$ cat src/rtl/ic74x194.sv
// Cycle-based 74LS194 4-bit bidirectional universal shift register, sampled by the system clock.
// Define IC74X194_GLITCH_FILTER_EN to add a third sync stage that rejects 1-cycle CLK glitches.
module ic74x194 (
   input  logic clk,
   input  logic rst,
   input  logic port1,
   input  logic port2,
   input  logic port3,
   input  logic port4,
   input  logic port5,
   input  logic port6,
   input  logic port7,
   input  logic port8,
   input  logic port9,
   input  logic port10,
   input  logic port11,
   output logic port12,
   output logic port13,
   output logic port14,
   output logic port15,
   input  logic port16
);

   // Bit positions of the non-clock pins inside the synchronizer vector
   localparam int unsigned IdxClrN = 8;
   localparam int unsigned IdxSr   = 7;
   localparam int unsigned IdxA    = 6;
   localparam int unsigned IdxB    = 5;
   localparam int unsigned IdxC    = 4;
   localparam int unsigned IdxD    = 3;
   localparam int unsigned IdxSl   = 2;
   localparam int unsigned IdxS1   = 1;
   localparam int unsigned IdxS0   = 0;

   logic [8:0] din;
   logic [8:0] d_s1;
   logic [8:0] d_s2;
   logic [8:0] d_use;
   logic       c_s1;
   logic       c_s2;
   logic       c_h;
   logic       pin_edge;
   logic [3:0] q_q;
   logic [3:0] q_d;

   // Supply pins have no function in the emulation
   logic unused_pins;
   assign unused_pins = port8 ^ port16;

   assign din = {port1, port2, port3, port4, port5, port6, port7, port10, port9};

`ifdef IC74X194_GLITCH_FILTER_EN
   logic [8:0] d_s3;
   logic       c_s3;

   always_ff @(posedge clk or posedge rst) begin
      if (rst) begin
         d_s1 <= '0;
         d_s2 <= '0;
         d_s3 <= '0;
         c_s1 <= 1'b1;
         c_s2 <= 1'b1;
         c_s3 <= 1'b1;
         c_h  <= 1'b1;
      end else begin
         d_s1 <= din;
         d_s2 <= d_s1;
         d_s3 <= d_s2;
         c_s1 <= port11;
         c_s2 <= c_s1;
         c_s3 <= c_s2;
         c_h  <= c_s3;
      end
   end

   // Two consecutive high samples after a low one
   assign pin_edge = c_s3 & c_s2 & ~c_h;
   assign d_use    = d_s3;
`else
   always_ff @(posedge clk or posedge rst) begin
      if (rst) begin
         d_s1 <= '0;
         d_s2 <= '0;
         c_s1 <= 1'b1;
         c_s2 <= 1'b1;
         c_h  <= 1'b1;
      end else begin
         d_s1 <= din;
         d_s2 <= d_s1;
         c_s1 <= port11;
         c_s2 <= c_s1;
         c_h  <= c_s2;
      end
   end

   assign pin_edge = c_s2 & ~c_h;
   assign d_use    = d_s2;
`endif

   // q = {QA, QB, QC, QD}; clear dominates and swallows a coincident edge
   always_comb begin
      q_d = q_q;
      if (!d_use[IdxClrN]) begin
         q_d = 4'b0000;
      end else if (pin_edge) begin
         unique case ({d_use[IdxS1], d_use[IdxS0]})
            2'b00:   q_d = q_q;
            2'b01:   q_d = {d_use[IdxSr], q_q[3:1]};
            2'b10:   q_d = {q_q[2:0], d_use[IdxSl]};
            default: q_d = {d_use[IdxA], d_use[IdxB], d_use[IdxC], d_use[IdxD]};
         endcase
      end
   end

   always_ff @(posedge clk or posedge rst) begin
      if (rst) begin
         q_q <= 4'b0000;
      end else begin
         q_q <= q_d;
      end
   end

   assign port15 = q_q[3];
   assign port14 = q_q[2];
   assign port13 = q_q[1];
   assign port12 = q_q[0];

endmodule

$ cat config.mk
export PLATFORM = sky130hd
export DESIGN_NAME = ic74x194
export DESIGN_NICKNAME = d
export VERILOG_FILES = /design/src/rtl/ic74x194.sv
export SDC_FILE = /design/constraint.sdc
export NUM_CORES = 1
export LEC_CHECK = 0
export ABC_CLOCK_PERIOD_IN_PS = 1790
export CAP_MARGIN = 25
export CELL_PAD_IN_SITES_DETAIL_PLACEMENT = 1
export CELL_PAD_IN_SITES_GLOBAL_PLACEMENT = 1
export CORE_UTILIZATION = 35
export DETAILED_ROUTE_END_ITERATION = 10
export PLACE_DENSITY = 0.8
export SETUP_SLACK_MARGIN = 0.15
export SLEW_MARGIN = 20
export SYNTH_ARGS = -nofsm -noshare
export SYNTH_HDL_FRONTEND = slang
export SYNTH_SLANG_ARGS = --single-unit
$ cat constraint.sdc
create_clock -name clk -period 1.79 [get_ports clk]
set_input_delay 0.358 -clock clk [delete_from_list [all_inputs] [get_ports clk]]
set_output_delay 0.358 -clock clk [all_outputs]
set_load 0.05 [all_outputs]
==> results.txt <==
crit path max fanout = 8
die area = 2510 sq um
Placed Area = 988 sq um
First-pass DRT Iterations = 3
Hold Buf Count CTS = 0
setup bufs post-CTS = 0
gr usage total = 12.4%
layout cells sized above 1 = 18.8%
root buf cell = clkbuf_4
DP Worst Slack = 0.382 ns
pin count of the biggest net entering global routing = 26
min cycle time layout = 1.41 ns
Clk pwr share = 25.8%
Sink Count = 25
Final Cycle Share = 78.9%
NetSw = 0.223 mW
die height = 50.1 um
Critical Path AT = 1.64 ns
# H-tree levels = 1
CP Capture Type = register
FF+latch count, synth = 25
global-route wire length before repair = 2130 um
CTS Buffer Depth = 2
routed wire length = 1180 um
Leak = 0.447 nW
post-synth top area share = 67.9%
Port Buffers = 15
M1 wire length = 484 um
number of global-route vias before repair = 489
Worst setup SP type = register
post-cts gate resize count = 0
most common cell after layout, fill and taps aside = dfrtp_1
final cell count without fillers = 97
normalized max-slew margin = 77.1%
worst hold path type = register to register
Final Cell Area = 1020 sq um
Seq/Total Area, Yosys = 77.6%
hold slack = 0.364 ns
setup ws final = 0.378 ns
Comb pwr share = 9.7%
Slew @ Worst Pin = 0.343 ns
metal3 WL = 51 um
max-slew violation count = 0
total number of vias = 443
largest stage delay on the critical path = 0.37 ns
Fmax = 708 MHz
core area = 2190 sq um
Worst-path clk slew = 0.14 ns
Buf/Inv on CP = 1
PwrDens = 929 nW/um^2
Max stage delay cell, worst path = dfrtp_1
unrepaired setup endpoints after global routing = no
drt wl/cell = 12.1 um
placed insts = 93
highest routed layer = met4
Multi-input gate area = 161 sq um
initial antenna violation count = 0
most frequent cells in the layout = dfrtp_1 (22), clkdlybuf4s50_1 (11), buf_4 (5)
Starting Density = 37.0%
Clk Latency, worst-skew pair = 0.31 ns
Clock Skews = 0.00966 ns
max-cap check violation count = 0
R2R Setup Slk = 0.38 ns
Syn-to-layout area delta = 25.6%
Synth Warn # = 0
Int Pwr = 0.724 mW
post-route ant nets = 0
dominant cells by area after synthesis = dfrtp_1 (68%), dfstp_2 (9.7%), ha_1 (4.6%)
num rows = 17
# nets final = 87
fill count = 223
net count after synthesis = 67
endpoints failing hold = 0
post-synth cell types = 10
chip width = 50.1 um
Mean Syn Cell Area = 16.2 sq um
status = completed
Mapped Cells = 50
WS Path Type = register to register
ant diodes = 0
Sequential Power Share = 64.4%
post-DP HPWL = 876 um
Synth area leader = dfrtp_1
vias per cell = 4.57
CP Cell Sequence = inv_1 -> ha_1 -> nor3b_4 -> o211ai_1 -> o22ai_1
RD Place Congestion = 0.848
routed length on met2 = 612 um
register area = 629 sq um
mapped cell area = 811 sq um
CTS tree = built
CP required = 2.02 ns
Max VDD drop = 502 uV
total gr overflow = 0
# IOs = 18
Switching Fraction = 23.5%
DRC viols = 0
TritonCTS Buffers = 3
1st-iter DRT viols = 2
final setup fails = 0
cell family with most CP delay = flip-flops
TNS Setup = 0 ns
-- worst register-to-register path: stages (launching register included) --
cell,delay [ns]
dfrtp_1,0.37
inv_1,0.06
ha_1,0.23
nor3b_4,0.35
o211ai_1,0.15
o22ai_1,0.17
-- cell usage after synthesis --
cell type,number
nor3b_4,1
clkbuf_2,1
dfstp_2,3
dfrtp_1,22
o211ai_1,4
inv_1,4
a221oi_1,4
ha_1,3
o22ai_1,4
nand2_1,4
-- power by group through the flow --
stage	clock network, mW	registers (mW)	logic [mW]
final	0.244	0.610	0.0919
after global routing	0.283	0.613	0.104
after CTS	0.259	0.611	0.0940
after detailed placement	0	0.621	0.0937
after global placement	0	0.619	0.0902
after floorplan	0	0.631	0.0389
-- kinds of logic after synthesis --
| logic type | share of synthesized area [%] |
|---|---|
| buffers and inverters | 2.47 |
| adders and majority gates | 4.63 |
| DFF | 77.6 |
| and+or+nand+nor | 4.17 |
| AOI/OAI and AO/OA | 11.1 |
-- worst paths after layout --
check                                     end  cells after the start         startpoint
hold / removal              d_s2[6]$_DFF_PP0_                      0  d_s1[6]$_DFF_PP0_
min in group asynchronous   d_s1[8]$_DFF_PP0_                      3                rst
max in group asynchronous       c_h$_DFF_PP1_                      3                rst
setup / recovery           q_q[3]$_DFFE_PP0P_                      5  d_s2[0]$_DFF_PP0_
setup reg to reg           q_q[3]$_DFFE_PP0P_                      5  d_s2[0]$_DFF_PP0_
hold reg to reg             d_s2[6]$_DFF_PP0_                      0  d_s1[6]$_DFF_PP0_
-- final cells by class --
cell class / count / share of cell area (%)
clock buffers: 3 / 2.21
clock inverters: 1 / 0.737
inverters: 4 / 1.47
multi-input cells: 20 / 15.8
flip-flops and latches: 25 / 61.8
well taps: 28 / 3.44
repair buffers: 16 / 14.5
-- stage by stage --
stage / util [%] / power, mW
2_1_floorplan: - / 0.670
3_3_place_gp: 45.1 / 0.709
3_5_place_dp: 45.1 / 0.715
4_1_cts: 46.5 / 0.964
5_1_grt: 46.5 / 1.00
6_report: 46.5 / 0.946
-- registers in the layout (all words and copies together) (netlist names) --
register / cells
q_q: 4
c_s1: 1
c_s2: 1
d_s2: 9
d_s1: 9
c_h: 1
-- layer usage --
| layer | GRT usage (%) | vias up |
|---|---|---|
| met3 | 3.94 | 2 |
| met4 | 11.9 | 0 |
| met5 | 0 | - |
| li1 | - | 214 |
| met2 | 16.9 | 13 |
| met1 | 15.3 | 214 |
(Power assumes the default switching activity.)
